### src/rtl/uart_echo_fifo_if.sv
// uart_echo_fifo_if: byte handshake between the uart rx/tx controls and the echo FIFO
interface uart_echo_fifo_if #(parameter int DATA_W = 8);
    logic              rx_empty;
    logic [DATA_W-1:0] rx_data;
    logic              uld_rx_data;
    logic              tx_empty;
    logic [DATA_W-1:0] tx_data;
    logic              ld_tx_data;
    modport master (output rx_empty, rx_data, tx_empty, input uld_rx_data, tx_data, ld_tx_data);
    modport slave  (input rx_empty, rx_data, tx_empty, output uld_rx_data, tx_data, ld_tx_data);
endinterface

### src/rtl/uart_echo_fifo.sv
// uart_echo_fifo: drains uart rx bytes into a circular FIFO and replays them through uart tx
module uart_echo_fifo #(
    parameter int ADDR_W = 4,
    parameter int DATA_W = 8
) (
    input  logic             clk_50Mhz,
    input  logic             reset,
    uart_echo_fifo_if.slave  uart,
    output logic [ADDR_W:0]  count,
    output logic             overflow
);
    localparam int DEPTH = 2 ** ADDR_W;
    typedef enum logic [1:0] {R_IDLE, R_UNLD, R_CAPT} r_state_t;
    typedef enum logic {T_IDLE, T_LOAD} t_state_t;
    r_state_t          r_state;
    t_state_t          t_state;
    logic [DATA_W-1:0] mem [DEPTH];
    logic [ADDR_W-1:0] wr_ptr;
    logic [ADDR_W-1:0] rd_ptr;
    logic              full;
    logic              push;
    logic              pop;
    // full uses the current count, so a pop on the same edge cannot make room for this push
    assign full = count == (ADDR_W+1)'(DEPTH);
    assign push = r_state == R_CAPT && !full;
    assign pop  = t_state == T_LOAD && !uart.tx_empty;
    // RX side: one-cycle unload pulse, then capture the byte the uart presents
    always_ff @(posedge clk_50Mhz) begin
        if (reset) begin
            r_state          <= R_IDLE;
            uart.uld_rx_data <= 1'b0;
            wr_ptr           <= '0;
            overflow         <= 1'b0;
        end else begin
            case (r_state)
                R_IDLE: begin
                    if (!uart.rx_empty) begin
                        r_state          <= R_UNLD;
                        uart.uld_rx_data <= 1'b1;
                    end
                end
                R_UNLD: begin
                    r_state          <= R_CAPT;
                    uart.uld_rx_data <= 1'b0;
                end
                R_CAPT: begin
                    r_state <= R_IDLE;
                    if (full) overflow <= 1'b1;
                    else wr_ptr <= wr_ptr + 1'b1;
                end
                default: r_state <= R_IDLE;
            endcase
        end
    end
    // FIFO storage; contents need no reset
    always_ff @(posedge clk_50Mhz) begin
        if (push) mem[wr_ptr] <= uart.rx_data;
    end
    // TX side: present the head byte and hold the load request until the uart takes it
    always_ff @(posedge clk_50Mhz) begin
        if (reset) begin
            t_state         <= T_IDLE;
            uart.ld_tx_data <= 1'b0;
            uart.tx_data    <= '0;
            rd_ptr          <= '0;
        end else begin
            case (t_state)
                T_IDLE: begin
                    if (count != '0 && uart.tx_empty) begin
                        t_state         <= T_LOAD;
                        uart.tx_data    <= mem[rd_ptr];
                        uart.ld_tx_data <= 1'b1;
                    end
                end
                T_LOAD: begin
                    if (!uart.tx_empty) begin
                        t_state         <= T_IDLE;
                        uart.ld_tx_data <= 1'b0;
                        rd_ptr          <= rd_ptr + 1'b1;
                    end
                end
                default: t_state <= T_IDLE;
            endcase
        end
    end
    // occupancy; simultaneous push and pop cancel out
    always_ff @(posedge clk_50Mhz) begin
        if (reset) count <= '0;
        else count <= count + (ADDR_W+1)'(push) - (ADDR_W+1)'(pop);
    end
endmodule

### src/flat_wrapper.sv
// flat-port wrapper written by rule: the top's interface ports become plain ports
module uart_echo_fifo_flat 
#(
    parameter int ADDR_W = 4,
    parameter int DATA_W = 8
)
  (clk_50Mhz, reset, count, overflow, uart_rx_empty, uart_rx_data, uart_tx_empty, uart_uld_rx_data, uart_tx_data, uart_ld_tx_data);
  uart_echo_fifo_if #(.DATA_W(DATA_W)) uart_i ();
  input  logic clk_50Mhz;
  input  logic reset;
  output logic [ADDR_W:0] count;
  output logic overflow;
  input wire logic [$bits(uart_i.rx_empty)-1:0] uart_rx_empty;
  input wire logic [$bits(uart_i.rx_data)-1:0] uart_rx_data;
  input wire logic [$bits(uart_i.tx_empty)-1:0] uart_tx_empty;
  output wire logic [$bits(uart_i.uld_rx_data)-1:0] uart_uld_rx_data;
  output wire logic [$bits(uart_i.tx_data)-1:0] uart_tx_data;
  output wire logic [$bits(uart_i.ld_tx_data)-1:0] uart_ld_tx_data;
  assign uart_i.rx_empty = uart_rx_empty;
  assign uart_i.rx_data = uart_rx_data;
  assign uart_i.tx_empty = uart_tx_empty;
  assign uart_uld_rx_data = uart_i.uld_rx_data;
  assign uart_tx_data = uart_i.tx_data;
  assign uart_ld_tx_data = uart_i.ld_tx_data;
  uart_echo_fifo #(.ADDR_W(ADDR_W), .DATA_W(DATA_W)) u_core (.clk_50Mhz(clk_50Mhz), .reset(reset), .uart(uart_i), .count(count), .overflow(overflow));
endmodule
### config.mk
export PLATFORM = sky130hd
export DESIGN_NAME = uart_echo_fifo_flat
export DESIGN_NICKNAME = d
export VERILOG_FILES = /design/src/rtl/uart_echo_fifo_if.sv /design/src/rtl/uart_echo_fifo.sv /design/src/flat_wrapper.sv
export SDC_FILE = /design/constraint.sdc
export NUM_CORES = 1
export LEC_CHECK = 0
export BUFFER_PORTS_ARGS = -buffer_cell sky130_fd_sc_hd__buf_4
export CELL_PAD_IN_SITES_DETAIL_PLACEMENT = 2
export CELL_PAD_IN_SITES_GLOBAL_PLACEMENT = 2
export CORE_UTILIZATION = 33
export DETAILED_ROUTE_END_ITERATION = 8
export PLACE_DENSITY_LB_ADDON = 0.08
export REMOVE_ABC_BUFFERS = 1
export SYNTH_ARGS = -nofsm -noshare
export SYNTH_HDL_FRONTEND = slang
export SYNTH_SLANG_ARGS = --single-unit
### constraint.sdc
create_clock -name clk_50Mhz -period 2.4 [get_ports clk_50Mhz]
set_input_delay 0.12 -clock clk_50Mhz [delete_from_list [all_inputs] [get_ports clk_50Mhz]]
set_output_delay 0.12 -clock clk_50Mhz [all_outputs]
set_load 0.02 [all_outputs]
# Yosys cells after proc, flatten, opt, wreduce, memory -nomap -nowiden
# Memories as Yosys holds them, arrays and structs flattened. A register that Yosys moved wholly into a read port is not among the register bits.
# Index checks and enable logic that the tools add are counted.
dict set report totals {
  ff_bits 19
  mem_bits_rw 128
  inputBits 12
  output_inout_bits 16
  word_cells 48
  n_memories 1
}
# name words width rd rd_ports_with_merged_regs wr line_no
set memory_table {}
lappend memory_table {u_core.mem 16 8 1 1 1 uart_echo_fifo.sv:17} ;# logic [DATA_W-1:0] mem [DEPTH];
dict set report classes {
  addsub 4
  n_eq_ne 6
  n_mux 12
  bitwise 3
  reduce_logical 14
}
# op n
set ops {}
lappend ops {{2-bit AND reduction} 6}
lappend ops {{4-bit by 1-bit adder with 4-bit output, second input constant} 2}
lappend ops {{1-bit two-way mux} 7}
lappend ops {{1-bit case mux with 2 select lines} 3}
lappend ops {{5-bit by 1-bit adder with 5-bit output} 1}
lappend ops {{5-bit == test, second input constant} 1}
lappend ops {{5-bit nonzero test} 1}
lappend ops {{5-bit by 1-bit subtractor with 5-bit output} 1}
lappend ops {{2-bit != test, second input constant} 2}
lappend ops {{2-bit case mux with 2 select lines} 1}
lappend ops {{1-bit logical AND} 3}
lappend ops {{1-bit NOT} 3}
lappend ops {{2-bit by 1-bit == test with 1-bit output, second input constant} 1}
lappend ops {{2-bit == test, second input constant} 1}
lappend ops {{1-bit zero test} 2}
lappend ops {{2-bit zero test} 1}
lappend ops {{2-bit two-way mux} 1}
lappend ops {{2-bit by 1-bit != test with 1-bit output, second input constant} 1}
lappend ops {{2-bit nonzero test} 1}

# Depth between registers and ports, before layout
# Gate-level depths: netlist of run 1.
dict set report depth {
  ltp_word 5
  mapped_depth 10
  mapped_depth_nobuf 10
}

# Worst setup path after synthesis of run 1
# OpenSTA, ideal clock, no wires.
dict set report synth_timing {
  path_type {register -> register}
  start {register u_core.count[2]}
  end {memory u_core.mem[0][0], enable pin}
  setup_ps 383
  t_arrival_ps 2020
  required_ps 2017
  setup_slack_ps -3
  stages_incl_launch_ff 7
  path_buffers 0
  synth_period_minus_slack_ps 2403
  path_cell_list {dfxtp_1 -> inv_1 -> ha_1 -> and4bb_2 -> nor2_1 -> nand2_1 -> nor3_1}
}
dict set report synth_between {
  elab_chain_cells 5
}
# element line_no
set synth_lines {}
lappend synth_lines {{start, declared} uart_echo_fifo.sv:9} ;# output logic [ADDR_W:0] count,
lappend synth_lines {{start signal, assigned} uart_echo_fifo.sv:89} ;# else count <= count + (ADDR_W+1)'(push) - (ADDR_W+1)'(pop);
lappend synth_lines {{5-bit == test} uart_echo_fifo.sv:24} ;# assign full = count == (ADDR_W+1)'(DEPTH);
lappend synth_lines {{1-bit zero test} uart_echo_fifo.sv:25} ;# assign push = r_state == R_CAPT && !full;
lappend synth_lines {{1-bit logical AND} uart_echo_fifo.sv:25}
lappend synth_lines {{1-bit two-way mux} uart_echo_fifo.sv:57} ;# if (push) mem[wr_ptr] <= uart.rx_data;
lappend synth_lines {{1-bit two-way mux (implied by the code)} uart_echo_fifo.sv:57}
lappend synth_lines {{end, declared} uart_echo_fifo.sv:17}
# Every way passes these cells.

# Worst setup path in the final report of run 1
dict set report layout_timing {
  start {register u_core.count[3]}
  end {register u_core.count[4]}
}
dict set report layout_between {
  elab_chain_cells 5
}
# element line_no
set layout_lines {}
lappend layout_lines {{5-bit == test} uart_echo_fifo.sv:24}
lappend layout_lines {{1-bit zero test} uart_echo_fifo.sv:25}
lappend layout_lines {{1-bit logical AND} uart_echo_fifo.sv:25}
lappend layout_lines {{5-bit by 1-bit adder with 5-bit output *} uart_echo_fifo.sv:89}
lappend layout_lines {{5-bit by 1-bit subtractor with 5-bit output *} uart_echo_fifo.sv:89}
# Mark *: on every way between the ends. The rest lies on a longest branch, timed or not.
# A chain may end at the register's enable or synchronous reset.

==> impl_metrics.csv, run 1 <==
group,metric,value,unit
run_status,status,"complete, but fails checks",
run_status,violations,"design-rule violations",
sta,fin_crit_sh,0.914,
global_routing,antenna_found_initial,0,
die,die_w,139,um
synthesis,yosys_warnings,0,
power_and_ir_drop,leakagePower,2.42,nW
global_routing,grt_first_pass_wirelength,22100,um
placement,gp_congestion,0.660,
synthesis,ys_dominant_reg_cell,"edfxtp_1",
synthesis,ys_ff_latch,155,
route,drc,2,
cells_and_area,drive_above_1_share,0.312,
global_routing,grt_max_degree,36,
synthesis,synthSimpleGateAreaFrac,0.0606,
sta,finalMaxSlewViolations,0,
worst_hold_path,hp-class,"in2reg",
synthesis,synth_xor_area_frac,0.0127,
route,avgViaCountPerCell,4.98,
worst_setup_path,crit_start,"u_core.count[3]$_SDFF_PP0_",
clock_network,h-tree-depth,4,
worst_setup_path,endpoint,"u_core.count[4]$_SDFF_PP0_",
worst_setup_path,crit_fanout,3,
die,start_util,0.341,
sta,tightest_slew,0.517,ns
die,ios,28,
worst_setup_path,arrival,2.55,ns
route,vias,3135,
synthesis,synthAdderAreaFrac,0.0254,
synthesis,async_reset_ff_frac,0,
sta,hold_viol_final,0,
worst_setup_path,start_kind,"flop",
die,die_h,139,um
die,die_area,19400,sq um
sta,setup_viol,0,
cells_and_area,syn2layout_area_growth,19.5,%
route,drtIter0Drc,158,
power_and_ir_drop,power_density,896,nW/um^2
placement,hpwl,8930,um
worst_setup_path,r2r_setup_slack,0.21,ns
route,totalWireLength,14100,um
worst_setup_path,r2r-end,"u_core.count[4]$_SDFF_PP0_",
worst_setup_path,reg2reg_depth,10,
clock_network,postCtsSetupBuffers,0,
cells_and_area,antenna_cells,0,
global_routing,gr-total-overflow,0,
synthesis,synthMuxAreaShare,0.143,
worst_hold_path,worst_hold_path.num_cells,1,
cells_and_area,utilization,0.407,
worst_setup_path,r2r_start,"u_core.count[3]$_SDFF_PP0_",
placement,io_buffer_count,27,
synthesis,netlist_instances,337,
clock_network,clk_path_buf_depth,2,
sta,relSlewSlack,0.645,
flow_run,drv_cap,0,
route,wl_per_cell,22.4,um
synthesis,synth_edf_count,128,
worst_setup_path,crit_path_end_kind,"flop",
worst_setup_path,crit_type,"reg2reg",
cells_and_area,fin_nets,412,
global_routing,grt_pass1_vias,3549,
route,ant_nets,0,
synthesis,avgSynthCellArea,18.4,sq um
clock_network,clk_latency,0.42,ns
clock_network,clkTransAtPathRegs,0.07,ns
clock_network,cts-root-buf,"clkbuf_16",
worst_setup_path,required,2.76,ns
synthesis,synth_compound_area_frac,0.0274,
synthesis,synth_cell_types,36,
sta,fmax,456,MHz
global_routing,grt_usage,0.160,
sta,whs,0.0225,ns
synthesis,synth_top_family_by_area,"multiplexers",
die,core,18200,sq um
route,dr.pass1.iters,8,
sta,period_needed,2.19,ns
sta,fin_skew,0.0136,ns
clock_network,clock_sinks,155,
clock_network,cts_buffers,17,
sta,tns,0,ns
power_and_ir_drop,irDropWorstVdd,0.521,mV
clock_network,cts_tree,"done",
sta,rsz0062_at_grt,"no",
die,rows,49,
synthesis,seq_area_frac_synth,0.706,
synthesis,synth_area,6210,sq um
power breakdown:
part           internal (mW)  total [mW]  switching [mW]
clock                   1.74        2.84            1.09
sequential              2.99        3.05          0.0610
combinational          0.343       0.765           0.422
total                   5.07        6.65            1.58
Yosys cell counts, types with 3 or more instances:
master / number / area share
mux4_2: 32 / 0.12
dfxtp_1: 27 / 0.087
nor2b_1: 5 / 0.0050
nor2_1: 27 / 0.016
buf_4: 3 / 0.0036
buf_2: 6 / 0.0048
nand2_1: 6 / 0.0036
mux2i_1: 17 / 0.027
inv_1: 9 / 0.0054
xnor2_1: 5 / 0.0071
ha_1: 11 / 0.022
nand3b_1: 9 / 0.011
edfxtp_1: 128 / 0.62
a21oi_1: 5 / 0.0040
xor2_1: 4 / 0.0056
nor3_1: 6 / 0.0048
clkbuf_1: 6 / 0.0036
o221ai_2: 8 / 0.019
nand2b_1: 3 / 0.0030
final cells by class:
type / instances / area [sq um]
Tap cell: 229 / 287
Multi-Input combinational cell: 154 / 1680
Inverter: 9 / 33.8
Fill cell: 1734 / 10800
Timing Repair Buffer: 51 / 413
Clock inverter: 14 / 195
Clock buffer: 18 / 429
Sequential cell: 155 / 4390
logic make-up (layout without fill, tap and decap cells):
logic type / count (synthesis) / after routing
DFF: 155 / 155
and+or+nand+nor: 67 / 67
muxes: 49 / 49
buffers and inverters: 28 / 92
AOI/OAI and AO/OA: 17 / 17
adders and majority gates: 12 / 12
xor gates and xnor gates: 9 / 9
per-stage QoR:
stage | power [mW] | std cells | worst slack [ns] | area, sq um
CTS | 6.74 | 630 | 0.115 | 7420
global route | 6.91 | 630 | 0.00865 | 7420
floorplan | 3.57 | 318 | -0.161 | 6090
global placement | 3.87 | 596 | 0.198 | 6770
detailed placement | 3.88 | 596 | 0.149 | 6770
finish | 6.65 | 630 | 0.207 | 7420
cell usage in the layout, fill, tap and decap left out, types with 2 or more instances in the layout:
master | synthesis | final
clkinv_4 | 0 | 4
bufinv_16 | 0 | 4
mux2i_1 | 17 | 17
edfxtp_1 | 128 | 128
nand3b_1 | 9 | 9
xnor2_1 | 5 | 5
dfxtp_1 | 27 | 26
dlygate4sd3_1 | 0 | 2
o221ai_2 | 8 | 8
nand2_1 | 6 | 6
xor2_1 | 4 | 4
nor3_1 | 6 | 6
o21ai_0 | 2 | 2
nand2b_1 | 3 | 3
nor3b_1 | 2 | 2
ha_1 | 11 | 11
clkbuf_16 | 0 | 17
inv_1 | 9 | 9
nor2b_1 | 5 | 5
clkinvlp_4 | 0 | 3
mux4_2 | 32 | 32
a21oi_1 | 5 | 5
nor2_1 | 27 | 27
buf_12 | 0 | 2
buf_4 | 3 | 47
timing repair:
item,4_1_cts,5_1_grt
resized for setup,0,1
endpoints found under the hold margin,3,0
hold buffers,2,0
endpoints found under the setup margin,0,1
worst min-delay path by stage:
stage,from,to,slack (ns)
2_1_floorplan,reset,u_core.count[4]$_SDFF_PP0_,0.19
3_3_place_gp,uart_rx_empty,u_core.r_state[0]$_SDFFE_PP0P_,0.30
3_5_place_dp,uart_rx_empty,u_core.r_state[0]$_SDFFE_PP0P_,0.30
4_1_cts,uart_rx_data[0],u_core.mem[11][0]$_DFFE_PP_,0.001
5_1_grt,uart_rx_data[0],u_core.mem[11][0]$_DFFE_PP_,0.02
6_report,uart_rx_data[5],u_core.mem[6][5]$_DFFE_PP_,0.02
per-layer routing:
metal / track usage / wire length, um
met5: 0 / 0
met4: 0.0579 / 176
met1: 0.214 / 6760
met2: 0.257 / 6930
met3: 0.0338 / 281
sequential cells by signal, summed over array words and instances, names as in the netlist:
name                     cells
u_core.count                 5
u_core.mem                 128
u_core.overflow              1
u_core.r_state               2
u_core.rd_ptr                4
u_core.t_state               1
u_core.uart.ld_tx_data       1
u_core.uart.tx_data          8
u_core.uart.uld_rx_data      1
u_core.wr_ptr                4
critical path, stage by stage (launching register included):
cell	delay, ns
dfxtp_1	0.33
inv_1	0.08
ha_1	0.16
and4bb_2	0.24
nor2_1	0.07
ha_1	0.21
fa_2	0.36
a21oi_1	0.14
nor2_1	0.06
or3_1	0.34
a21oi_1	0.13
No activity file was read; power rests on OpenSTA's default activity.
==> inputs of run 2 (changes only) <==
Clock period 2.4 ns to 2.1 ns, I/O delays scaled along.
==> run 2 against run 1 <==
  * The flow finishes with violations (design-rule violations, negative setup slack)
  * Non-clock buffer count is 20 higher
  * Register-to-register slack worse by 0.28 ns
  * Die area stayed put
  * Clock skew is 0.0012 ns lower
  * Sequential power is 14% higher
  * First-iteration DRC count is 42% higher
  * Combinational power is 48% higher
  * Cell area is 3.1% higher
  * Core utilization is 1.3 points higher
  * Fmax is 0.71% higher
  * Largest power group unchanged
==> impl_metrics.csv, run 2 (synthesis gave the netlist of run 1 again) <==
group,metric,value,unit
sta,fmax,459,MHz
die,die_area,19400,sq um
sta,fin_skew,0.0124,ns
clock_network,clk_latency,0.43,ns
power_and_ir_drop,p_switching,1.95,mW
run_status,status,"complete, but fails checks",
route,drc,2,
clock_network,cts_buffers,17,
clock_network,clkTransAtPathRegs,0.07,ns
route,totalWireLength,14800,um
power_and_ir_drop,power_density,1030,nW/um^2
worst_setup_path,r2r_setup_slack,-0.08,ns
sta,finalMaxSlewViolations,0,
cells_and_area,antenna_cells,0,
power_and_ir_drop,swShare,0.249,
cells_and_area,largestRegisters,"u_core.mem: 128 flops, u_core.uart.tx_data: 8 flops, u_core.count: 5 flops",
sta,tns,-0.0773,ns
die,core,18200,sq um
power_and_ir_drop,p_comb_frac,0.143,
placement,hpwl,9270,um
sta,relSlewSlack,0.647,
cells_and_area,largest_reg_flops,128,
worst_setup_path,arrival,2.54,ns
placement,place_area,6860,sq um
clock_network,clock_sinks,155,
clock_network,cts_tree,"done",
clock_network,h-tree-depth,4,
worst_setup_path,crit_path_end_kind,"flop",
sta,hold_viol_final,0,
die,start_util,0.341,
route,drtIter0Drc,224,
route,vias,3216,
worst_setup_path,required,2.46,ns
power_and_ir_drop,leakagePower,2.52,nW
global_routing,grt_max_degree,35,
cells_and_area,drive_above_1_share,0.359,
worst_setup_path,crit_type,"reg2reg",
clock_network,cts-root-buf,"clkbuf_16",
die,die_w,139,um
route,dr.pass1.iters,8,
die,ios,28,
placement,gp_congestion,0.669,
route,ant_nets,0,
sta,rsz0062_at_grt,"yes",
cells_and_area,postLayoutCellArea,7650,sq um
route,wl_per_cell,22.8,um
run_status,violations,"design-rule violations, negative setup slack",
global_routing,antenna_found_initial,0,
worst_hold_path,hp-class,"in2reg",
cells_and_area,syn2layout_area_growth,23.2,%
cells_and_area,seqCellArea,4390,sq um
flow_run,drv_cap,0,
worst_setup_path,crit_fanout,2,
global_routing,grt_pass1_vias,3660,
cells_and_area,final_common_cell,"edfxtp_1",
sta,period_needed,2.18,ns
die,rows,49,
sta,worst_slack,-0.0773,ns
placement,io_buffer_count,27,
cells_and_area,regMostFlops,"u_core.mem",
global_routing,gr-total-overflow,0,
sta,tightest_slew,0.514,ns
sta,fin_crit_sh,1.04,
sta,setup_viol,1,
global_routing,grt_first_pass_wirelength,23100,um
worst_setup_path,start_kind,"flop",
clock_network,clk_path_buf_depth,2,
cells_and_area,final_cell_mix,"edfxtp_1 (128), buf_4 (60), mux4_2 (32), nor2_1 (25), dfxtp_1 (24)",
global_routing,grt_usage,0.168,
cells_and_area,fin_nets,432,
power_and_ir_drop,clkPwrFrac,0.414,
route,avgViaCountPerCell,4.95,
cells_and_area,multi_input_area,1720,sq um
power_and_ir_drop,irDropWorstVdd,0.588,mV
power_and_ir_drop,p_int,5.90,mW
cells_and_area,nFillCells,1720,
power_and_ir_drop,power_frac_seq,0.442,
die,die_h,139,um
## run 2: cell types whose count changed in the layout (fill, tap and decap cells not counted), sizes merged
cell         previous run  this run
clkbuf                 18        19
bufinv                  4         3
inv                    10        15
dlygate4sd3             2         8
clkinv                  6         1
buf                    49        63
## run 2: metrics by stage
stage	hold slack [ns]	util	cells	power, mW	setup slack (ns)
3_3_place_gp	0.283	0.377	606	4.50	-0.0573
3_5_place_dp	0.284	0.377	606	4.53	-0.176
6_report	0.0115	0.420	650	7.85	-0.0773
2_1_floorplan	0.174	-	318	4.08	-0.461
5_1_grt	0.0159	0.420	650	8.15	-0.152
4_1_cts	0.00105	0.419	648	7.88	-0.0713
## run 2: per-layer routing
layer,part of all wire,track usage,wire length (um),vias to the layer above
met3,0.026,0.0287,390,16
met1,0.47,0.225,7010,1682
met4,0.012,0.0673,174,0
li1,-,-,-,1467
met2,0.49,0.274,7230,51
met5,0,0,0,-
## run 2: area by class of cell
| type | instances | share of cell area |
|---|---|---|
| clock buffers | 19 | 0.0579 |
| clock inverters | 13 | 0.0237 |
| inverters | 9 | 0.00442 |
| multi-input cells | 154 | 0.225 |
| flip-flops and latches | 155 | 0.574 |
| well taps | 229 | 0.0375 |
| repair buffers | 71 | 0.0772 |
## run 2: power by group through the flow
stage | clock network (mW) | logic, mW | registers (mW)
detailed placement | 0 | 0.997 | 3.53
global placement | 0 | 0.976 | 3.53
global route | 3.44 | 1.23 | 3.48
finish | 3.25 | 1.13 | 3.47
CTS | 3.33 | 1.08 | 3.47
floorplan | 0 | 0.439 | 3.65
## run 2: worst paths after layout
path / endpoint / cells after the start / startpoint
setup / recovery: u_core.count[4]$_SDFF_PP0_ / 10 / u_core.count[3]$_SDFF_PP0_
hold / removal: u_core.mem[2][5]$_DFFE_PP_ / 1 / uart_rx_data[5]
setup reg to reg: u_core.count[4]$_SDFF_PP0_ / 10 / u_core.count[3]$_SDFF_PP0_
hold reg to reg: u_core.uart.ld_tx_data$_SDFFE_PP0P_ / 2 / u_core.uart.ld_tx_data$_SDFFE_PP0P_
## run 2: worst max-delay path, stage by stage (launching register included)
cell and delay [ns]:
dfxtp_2 0.32, inv_2 0.07, ha_4 0.13, and4bb_2 0.27
nor2_4 0.05, ha_4 0.17, fa_2 0.35, a21oi_2 0.18
nor2_2 0.06, or3_4 0.36, a21oi_2 0.14
## run 2: timing repair
item / in CTS / in global routing
hold buffers: 8 / 0
endpoints found under the setup margin: 1 / 1
hold endpoints to repair: 75 / 0
setup buffers: 2 / 2
gates resized for setup: 12 / 3
pin swaps: 6 / 6
